[src/rtl/seq_mult32.sv]
// seq_mult32: unsigned 32x32 -> 64 shift-and-add multiplier.
// One iteration per clock. A fixed 32 iterations run per operation, with no
// early exit. Each iteration does one add through a 32-bit ripple-carry
// adder, then shifts {C,A,Q} right by one bit.
//
// Handshake: start is only looked at on an accepting edge. That is an edge
// where the FSM is in IDLE, or the DONE->IDLE exit edge, so that operations
// can issue back to back every 33 cycles. On that edge a and b are captured.
// Thirty-two edges later the product register is loaded and done pulses for
// exactly one cycle. start, a and b are ignored on every other edge.
// busy, done and product come straight from registers or decoded state.

// Ripple-carry adder: explicit full-adder chain, carry-in tied to zero.
module seq_mult32_rca (
    input  logic [31:0] x_i,
    input  logic [31:0] y_i,
    output logic [31:0] sum_o,
    output logic        cout_o
);
    logic [32:0] carry;

    // Carry chain seed; the adder never takes a carry-in.
    always_comb begin
        carry[0] = 1'b0;
    end

    genvar i;
    generate
        for (i = 0; i < 32; i = i + 1) begin : g_fa
            // One full adder per bit; carry ripples from bit 0 upwards.
            always_comb begin
                sum_o[i]   = x_i[i] ^ y_i[i] ^ carry[i];
                carry[i+1] = (x_i[i] & y_i[i]) | (carry[i] & (x_i[i] ^ y_i[i]));
            end
        end
    endgenerate

    // Final carry-out becomes the C bit of the iteration.
    always_comb begin
        cout_o = carry[32];
    end
endmodule

module seq_mult32 (
    input  logic        clk,
    input  logic        rst,
    input  logic        start,
    input  logic [31:0] a,
    input  logic [31:0] b,
    output logic        busy,
    output logic        done,
    output logic [63:0] product,
    output logic [1:0]  dbg_state,
    output logic [5:0]  dbg_cnt,
    output logic        dbg_carry
);
    typedef enum logic [1:0] {
        IDLE = 2'd0,
        CALC = 2'd1,
        DONE = 2'd2
    } state_t;

    state_t      state_q, state_d;
    logic [31:0] m_q, m_d;
    logic [31:0] acc_q, acc_d;
    logic [31:0] q_q, q_d;
    logic        c_q, c_d;
    logic [5:0]  cnt_q, cnt_d;
    logic [63:0] product_q, product_d;

    logic [31:0] addend;
    logic [31:0] add_sum;
    logic        add_cout;
    logic [31:0] acc_shift;
    logic [31:0] q_shift;
    logic        last_iter;
    logic        accept;

    // Multiplicand is added only when the current multiplier LSB is set.
    always_comb begin
        addend = q_q[0] ? m_q : 32'd0;
    end

    seq_mult32_rca u_rca (
        .x_i    (acc_q),
        .y_i    (addend),
        .sum_o  (add_sum),
        .cout_o (add_cout)
    );

    // Right shift of {C,A,Q} after the add. The carry drops into A's MSB,
    // A's LSB drops into Q's MSB, and C itself becomes zero.
    always_comb begin
        acc_shift = {add_cout, add_sum[31:1]};
        q_shift   = {add_sum[0], q_q[31:1]};
        last_iter = (cnt_q == 6'd31);
    end

    // An operation can be accepted from IDLE or on the DONE exit edge.
    always_comb begin
        accept = start && ((state_q == IDLE) || (state_q == DONE));
    end

    // Next-state and datapath update; every register holds by default.
    always_comb begin
        state_d   = state_q;
        m_d       = m_q;
        acc_d     = acc_q;
        q_d       = q_q;
        c_d       = c_q;
        cnt_d     = cnt_q;
        product_d = product_q;

        case (state_q)
            IDLE: begin
                if (accept) begin
                    state_d = CALC;
                end
            end
            CALC: begin
                acc_d = acc_shift;
                q_d   = q_shift;
                c_d   = 1'b0;
                cnt_d = cnt_q + 6'd1;
                if (last_iter) begin
                    product_d = {acc_shift, q_shift};
                    state_d   = DONE;
                end
            end
            DONE: begin
                state_d = accept ? CALC : IDLE;
            end
            default: begin
                state_d = IDLE;
            end
        endcase

        // Operand capture is common to both accepting states.
        if (accept) begin
            m_d   = a;
            q_d   = b;
            acc_d = 32'd0;
            c_d   = 1'b0;
            cnt_d = 6'd0;
        end
    end

    // State and datapath registers with asynchronous clear.
    always_ff @(posedge clk or posedge rst) begin
        if (rst) begin
            state_q   <= IDLE;
            m_q       <= 32'd0;
            acc_q     <= 32'd0;
            q_q       <= 32'd0;
            c_q       <= 1'b0;
            cnt_q     <= 6'd0;
            product_q <= 64'd0;
        end else begin
            state_q   <= state_d;
            m_q       <= m_d;
            acc_q     <= acc_d;
            q_q       <= q_d;
            c_q       <= c_d;
            cnt_q     <= cnt_d;
            product_q <= product_d;
        end
    end

    // Outputs decoded from registered state only.
    always_comb begin
        busy      = (state_q == CALC);
        done      = (state_q == DONE);
        product   = product_q;
        dbg_state = state_q;
        dbg_cnt   = cnt_q;
        dbg_carry = c_q;
    end
endmodule

[config.mk]
export PLATFORM = sky130hd
export DESIGN_NAME = seq_mult32
export DESIGN_NICKNAME = d
export VERILOG_FILES = /design/src/rtl/seq_mult32.sv
export SDC_FILE = /design/constraint.sdc
export NUM_CORES = 1
export LEC_CHECK = 0
export CAP_MARGIN = 30
export CORE_MARGIN = 2
export CORE_UTILIZATION = 35
export DETAILED_ROUTE_END_ITERATION = 7
export PLACE_DENSITY = 0.61
export SYNTH_ARGS = -nofsm -noshare
export SYNTH_HDL_FRONTEND = slang
export SYNTH_HIERARCHICAL = 1
export SYNTH_SLANG_ARGS = --single-unit
[constraint.sdc]
create_clock -name clk -period 13.9 [get_ports clk]
set_input_delay 4.17 -clock clk [delete_from_list [all_inputs] [get_ports clk]]
set_output_delay 4.17 -clock clk [all_outputs]
set_load 0.05 [all_outputs]
**Word-level counts from Yosys, hierarchy flattened**

Cells that the tools add are included.

- $add $sub $neg: 1
- Eq/ne operators: 5
- Muxes and demuxes: 13
- Bitwise gates (word level): 157
- Reductions and logical operators: 6

Operator list:

| operator | number |
|---|---|
| $mux 32 | 5 |
| $and 1x1->1 | 63 |
| $xor 1x1->1 | 63 |
| $or 1x1->1 | 31 |
| $mux 6 | 2 |
| $add 6x1->6 const B | 1 |
| $eq 6x5->1 const B | 1 |
| $pmux 2 s3 | 1 |
| $mux 2 | 2 |
| $reduce_and 2->1 | 2 |
| $mux 1 | 3 |
| $eq 2x1->1 const B | 1 |
| $eq 2x2->1 const B | 1 |
| $logic_not 2->1 | 1 |
| $ne 2x1->1 const B | 1 |
| $ne 2x2->1 const B | 1 |
| $reduce_bool 2->1 | 1 |
| $logic_and 1x1->1 | 1 |
| $logic_or 1x1->1 | 1 |

- Register bits: 169
- Input port bits: 67

**Depth between registers and ports, before layout**

- Word-level depth: 66
- Mapped depth: 40
- Gate-level depth less buffers: 40

**Hierarchy**

Netlist, hierarchy kept.

Modules (own cells, without submodules):

| module | instances | cells an instance | area an instance (µm²) | sequential area each (µm²) |
|---|---|---|---|---|
| seq_mult32 | 1 | 557 | 6925.4 | 4204.0 |
| seq_mult32_rca | 1 | 47 | 689.4 | 0.0 |

**Worst setup path after synthesis**

No wires, ideal clock.

- Kind: reg-to-reg
- Start: reg q_q[0]
- End: reg product_q[62], in the netlist product[62]
- Library setup time: 0.066 ns
- Arrival: 12.405 ns
- Data required time: 13.834 ns
- Path slack: 1.429 ns
- Cell stages (with the launch flop): 41
- Path buffers: 0
- Clock period less this slack: 12.471 ns
- Cell sequence: dfrtp_1 > and2_1 > ha_1 > inv_1 > fa_1 > inv_1 > fa_1 > fa_1 > fa_1 > fa_1 > fa_1 > fa_1 > fa_1 > fa_1 > fa_1 > fa_1 > fa_1 > inv_1 > (+5 left out) > fa_1 > fa_1 > fa_1 > fa_1 > fa_1 > fa_1 > fa_1 > fa_1 > fa_1 > fa_1 > fa_1 > fa_1 > fa_1 > fa_1 > inv_1 > fa_1 > inv_1 > mux2_4

- Word-level cells in the longest chain between the ends: 63

Ends and longest elaborated chain:

| item | line | text |
|---|---|---|
| start: declaration | 66 | `logic [31:0] q_q, q_d;` |
| start signal: assignment | 162 | `q_q <= q_d;` |
| $mux 32 | 81 | `addend = q_q[0] ? m_q : 32'd0;` |
| net addend[0] | 71 | `logic [31:0] addend;` |
| $and 1x1->1 (2 in a row) | 33 | `carry[i+1] = (x_i[i] & y_i[i]) \| (carry[i] & (x_i[i] ^ y_i[i]));` |
| $or 1x1->1 | 33 |  |
| $and 1x1->1 | 33 |  |
| $or 1x1->1 | 33 |  |
| $and 1x1->1 | 33 |  |
| $or 1x1->1 | 33 |  |
| (+48 left out) | -- |  |
| $and 1x1->1 | 33 |  |
| $or 1x1->1 | 33 |  |
| $and 1x1->1 | 33 |  |
| $or 1x1->1 | 33 |  |
| $and 1x1->1 | 33 |  |
| $or 1x1->1 | 33 |  |
| $xor 1x1->1 | 32 | `sum_o[i] = x_i[i] ^ y_i[i] ^ carry[i];` |
| net add_sum[31] | 72 | `logic [31:0] add_sum;` |
| end signal: assignment | 165 | `product_q <= product_d;` |
| end: declaration | 69 | `logic [63:0] product_q, product_d;` |

The timed path passes the listed nets, and every way through them passes these cells.
A chain may end at the register's enable or synchronous reset.

**Worst setup path after layout**

- Start: reg q_q[0]
- End: reg acc_q[30]

- Word-level cells in the longest chain between the ends: 65

Ends and longest elaborated chain:

| item | line | text |
|---|---|---|
| $mux 32 | 81 |  |
| net addend[0] | 71 |  |
| $and 1x1->1 (2 in a row) | 33 |  |
| $or 1x1->1 | 33 |  |
| $and 1x1->1 | 33 |  |
| $or 1x1->1 | 33 |  |
| $and 1x1->1 | 33 |  |
| $or 1x1->1 | 33 |  |
| (+50 left out) | -- |  |
| $and 1x1->1 | 33 |  |
| $or 1x1->1 | 33 |  |
| $and 1x1->1 | 33 |  |
| $or 1x1->1 | 33 |  |
| $xor 1x1->1 | 32 |  |
| net add_sum[31] | 72 |  |
| $mux 32 | 114 | `case (state_q)` |
| $mux 32 | 139 | `if (accept) begin` |
| end signal: assignment | 153 | `acc_q <= 32'd0;` |
| end signal: assignment | 161 | `acc_q <= acc_d;` |
| end: declaration | 65 | `logic [31:0] acc_q, acc_d;` |

The timed path passes the listed nets, and every way through them passes these cells. The select of a mux whose other input is x is not followed.

==> results.cfg <==
[floorplan]
die_h_um = 152
io_pins = 142
dieArea_um2 = 23000
core_um2 = 21200
start_util_pct = 35.9
fp-row-count = 53
die_w_um = 152

[clock_network]
clock-root-buffer = clkbuf_16
clock_tree.buffer_depth = 2
cts_setup_buffers = 0
clk_pin_slew_ns = 0.06
cts-buffers-inserted = 17
cts.sinks = 168
cts_tree = built
htree_num_levels = 4
holdBufCountCts = 0
postCtsResizedCells = 0
insertion_delay_ns = 0.42

[grt]
overflow = 0
grt_pass1_wl_mm = 28.4
track_usage_pct = 16.0
grt_antenna_before_repair = 0
grt_max_degree = 93
grt_pass1_vias = 5315

[finish]
insertedDiodeCount = 0
fin_nets = 832
area_growth_syn_to_layout_pct = 29.0
drive_gt1_share_pct = 14.9

[sta]
fin_setup_tns_ns = 0
max_slew.worst_pin.slew_ns = 0.854
finalClockSkew_ns = 0.0111
relSlewSlack_pct = 42.9
rsz0062_at_grt = false
hold_viol = 0
fin_crit_ns = 13.25
fmax_ghz = 0.0755
maxSlewViolCount = 0
worst_slack_ns = 0.650
finalSetupViolations = 0
fin_crit_sh_pct = 95.3

[yosys]
ys.flop_type = dfrtp_1
synth_edf_count = 0
ys_warn_count = 6
synth-seq-cells = 168
ys_seq_area_share_pct = 55.2
async_reset_ff_share_pct = 100
yosysMostFrequentCell = dfrtp_1
yosys.area.top_type = dfrtp_1
ys_top_cells_by_area = dfrtp_1, mux2_4, fa_1
synth_common_cells = dfrtp_1, nand2_1, mux2_4, a22o_1
ys_types = 34
mappedNetlistNets = 704
synth_cells = 604
syn-cell-area_um2 = 7610
syn_area_per_cell_um2 = 12.6
yosys.area.top_type_share_pct = 55.2

[detailed_routing]
drc = 0
vias = 4938
dr.pass1.iters = 5
vias_per_cell = 4.85
ant_nets = 0
drt-initial-drc-count = 311
post_drt_wl_per_cell_um = 17.1
drt_wl_total_mm = 17.4

[place]
dpl.hpwl_mm = 11.4
pre_cts_slack_ns = 0.499
gp_congestion = 0.755
port_buffers = 140

[worst_setup_path]
cp-end-kind = register
critPathSlowestCell = dfrtp_2
path_class = reg2reg
slowest_delay_ns = 0.55
required_ns = 14.26
cp_common_cell = fa_1
critical_path_arrival_ns = 13.61
critPathLaunchType = register
path_max_fanout = 24

[worst_hold_path]
worstHoldPathType = reg2reg

[pwr]
leakagePower_nw = 4.56
vdd_drop_max_uv = 114
p_per_area_nw_per_um2 = 247
p_total_mw = 2.43

[status]
outcome = completed

[run]
drv_cap = 0
[sequential cells by signal (all words and copies together), names as in the netlist]
name,flops
acc_q,32
m_q,32
dbg_state,2
q_q,32
dbg_cnt,6
product,64
[area by class of cell]
cell class / instances / area (µm²)
clock inverters: 10 / 144
clock buffers: 21 / 470
fillers: 1927 / 11400
well taps: 275 / 344
inverters: 17 / 68.8
repair buffers: 149 / 1490
multi-input cells: 379 / 3100
flip-flops and latches: 168 / 4210
[cell families after synthesis]
family	count (synthesis)	synth area share (%)
adder cells (fa/ha/maj)	33	8.48
buffers and inverters	57	4.26
flip-flops	168	55.2
XOR/XNOR	2	0.230
multiplexers	66	12.1
AO/OA/AOI/OAI	68	7.16
AND/OR/NAND/NOR	209	12.5
other	1	0.0492
[power by group]
| group | total, mW | internal [mW] | switching, mW | leakage [nW] |
|---|---|---|---|---|
| clock network | 0.495 | 0.297 | 0.198 | 0.292 |
| registers | 0.862 | 0.703 | 0.158 | 2.15 |
| logic | 1.07 | 0.472 | 0.601 | 2.12 |
| total | 2.43 | 1.47 | 0.958 | 4.56 |
[through the flow]
stage | cells | util (%) | area [µm²] | hold slack, ns
after floorplan | 604 | - | 7610 | 0.438
after global placement | 987 | 43.3 | 9180 | 0.451
after detailed placement | 987 | 43.3 | 9180 | 0.459
after CTS | 1018 | 46.2 | 9790 | 0.475
after global routing | 1019 | 46.3 | 9820 | 0.500
final | 1019 | 46.3 | 9820 | 0.474
[placed cells by master, fill, tap and decap left out, types with 2 or more instances in the layout]
| cell type | count |
|---|---|
| inv_1 | 15 |
| bufinv_16 | 3 |
| clkinv_4 | 2 |
| clkdlybuf4s50_1 | 140 |
| a22oi_1 | 30 |
| clkinvlp_4 | 3 |
| clkbuf_8 | 3 |
| nand2_1 | 130 |
| buf_4 | 8 |
| dfrtp_1 | 167 |
| ha_1 | 2 |
| mux2_4 | 49 |
| nand3_1 | 32 |
| mux2i_1 | 2 |
| inv_6 | 2 |
| mux2_2 | 15 |
| o22ai_1 | 2 |
| nor2_1 | 3 |
| a22o_1 | 34 |
| nor3_1 | 2 |
| clkbuf_16 | 17 |
| and2_1 | 32 |
| o21ai_0 | 2 |
| fa_1 | 31 |
[path summary, 6_finish.rpt]
kind                                     start                     end  slack [ns]  cells after the start
max                         q_q[0]$_DFFE_PP0P_   acc_q[30]$_DFFE_PP0P_        0.65                     40
min                        m_q[24]$_DFFE_PP0N_     m_q[24]$_DFFE_PP0N_        0.47                      2
max reg2reg                 q_q[0]$_DFFE_PP0P_   acc_q[30]$_DFFE_PP0P_        0.65                     40
min reg2reg                m_q[24]$_DFFE_PP0N_     m_q[24]$_DFFE_PP0N_        0.47                      2
max in group asynchronous                  rst    acc_q[9]$_DFFE_PP0P_        8.52                      4
min in group asynchronous                  rst  product[8]$_DFFE_PP0P_        4.28                      2
[critical path, delay by kind of cell (launching register included)]
family | cells | cell delay, ns
and+or+nand+nor | 1 | 0.20
buffers and inverters | 6 | 0.42
AOI/OAI and AO/OA | 1 | 0.14
adders and majority gates | 32 | 11.86
DFF | 1 | 0.55
[per-layer routing]
metal	track usage, %	share of wire (%)	vias up
li1	-	-	2290
met1	21.5	44	2528
met2	26.5	50	107
met3	3.20	4.5	13
met4	4.86	1.3	0
met5	0	0	-
(Power assumes the default switching activity.)
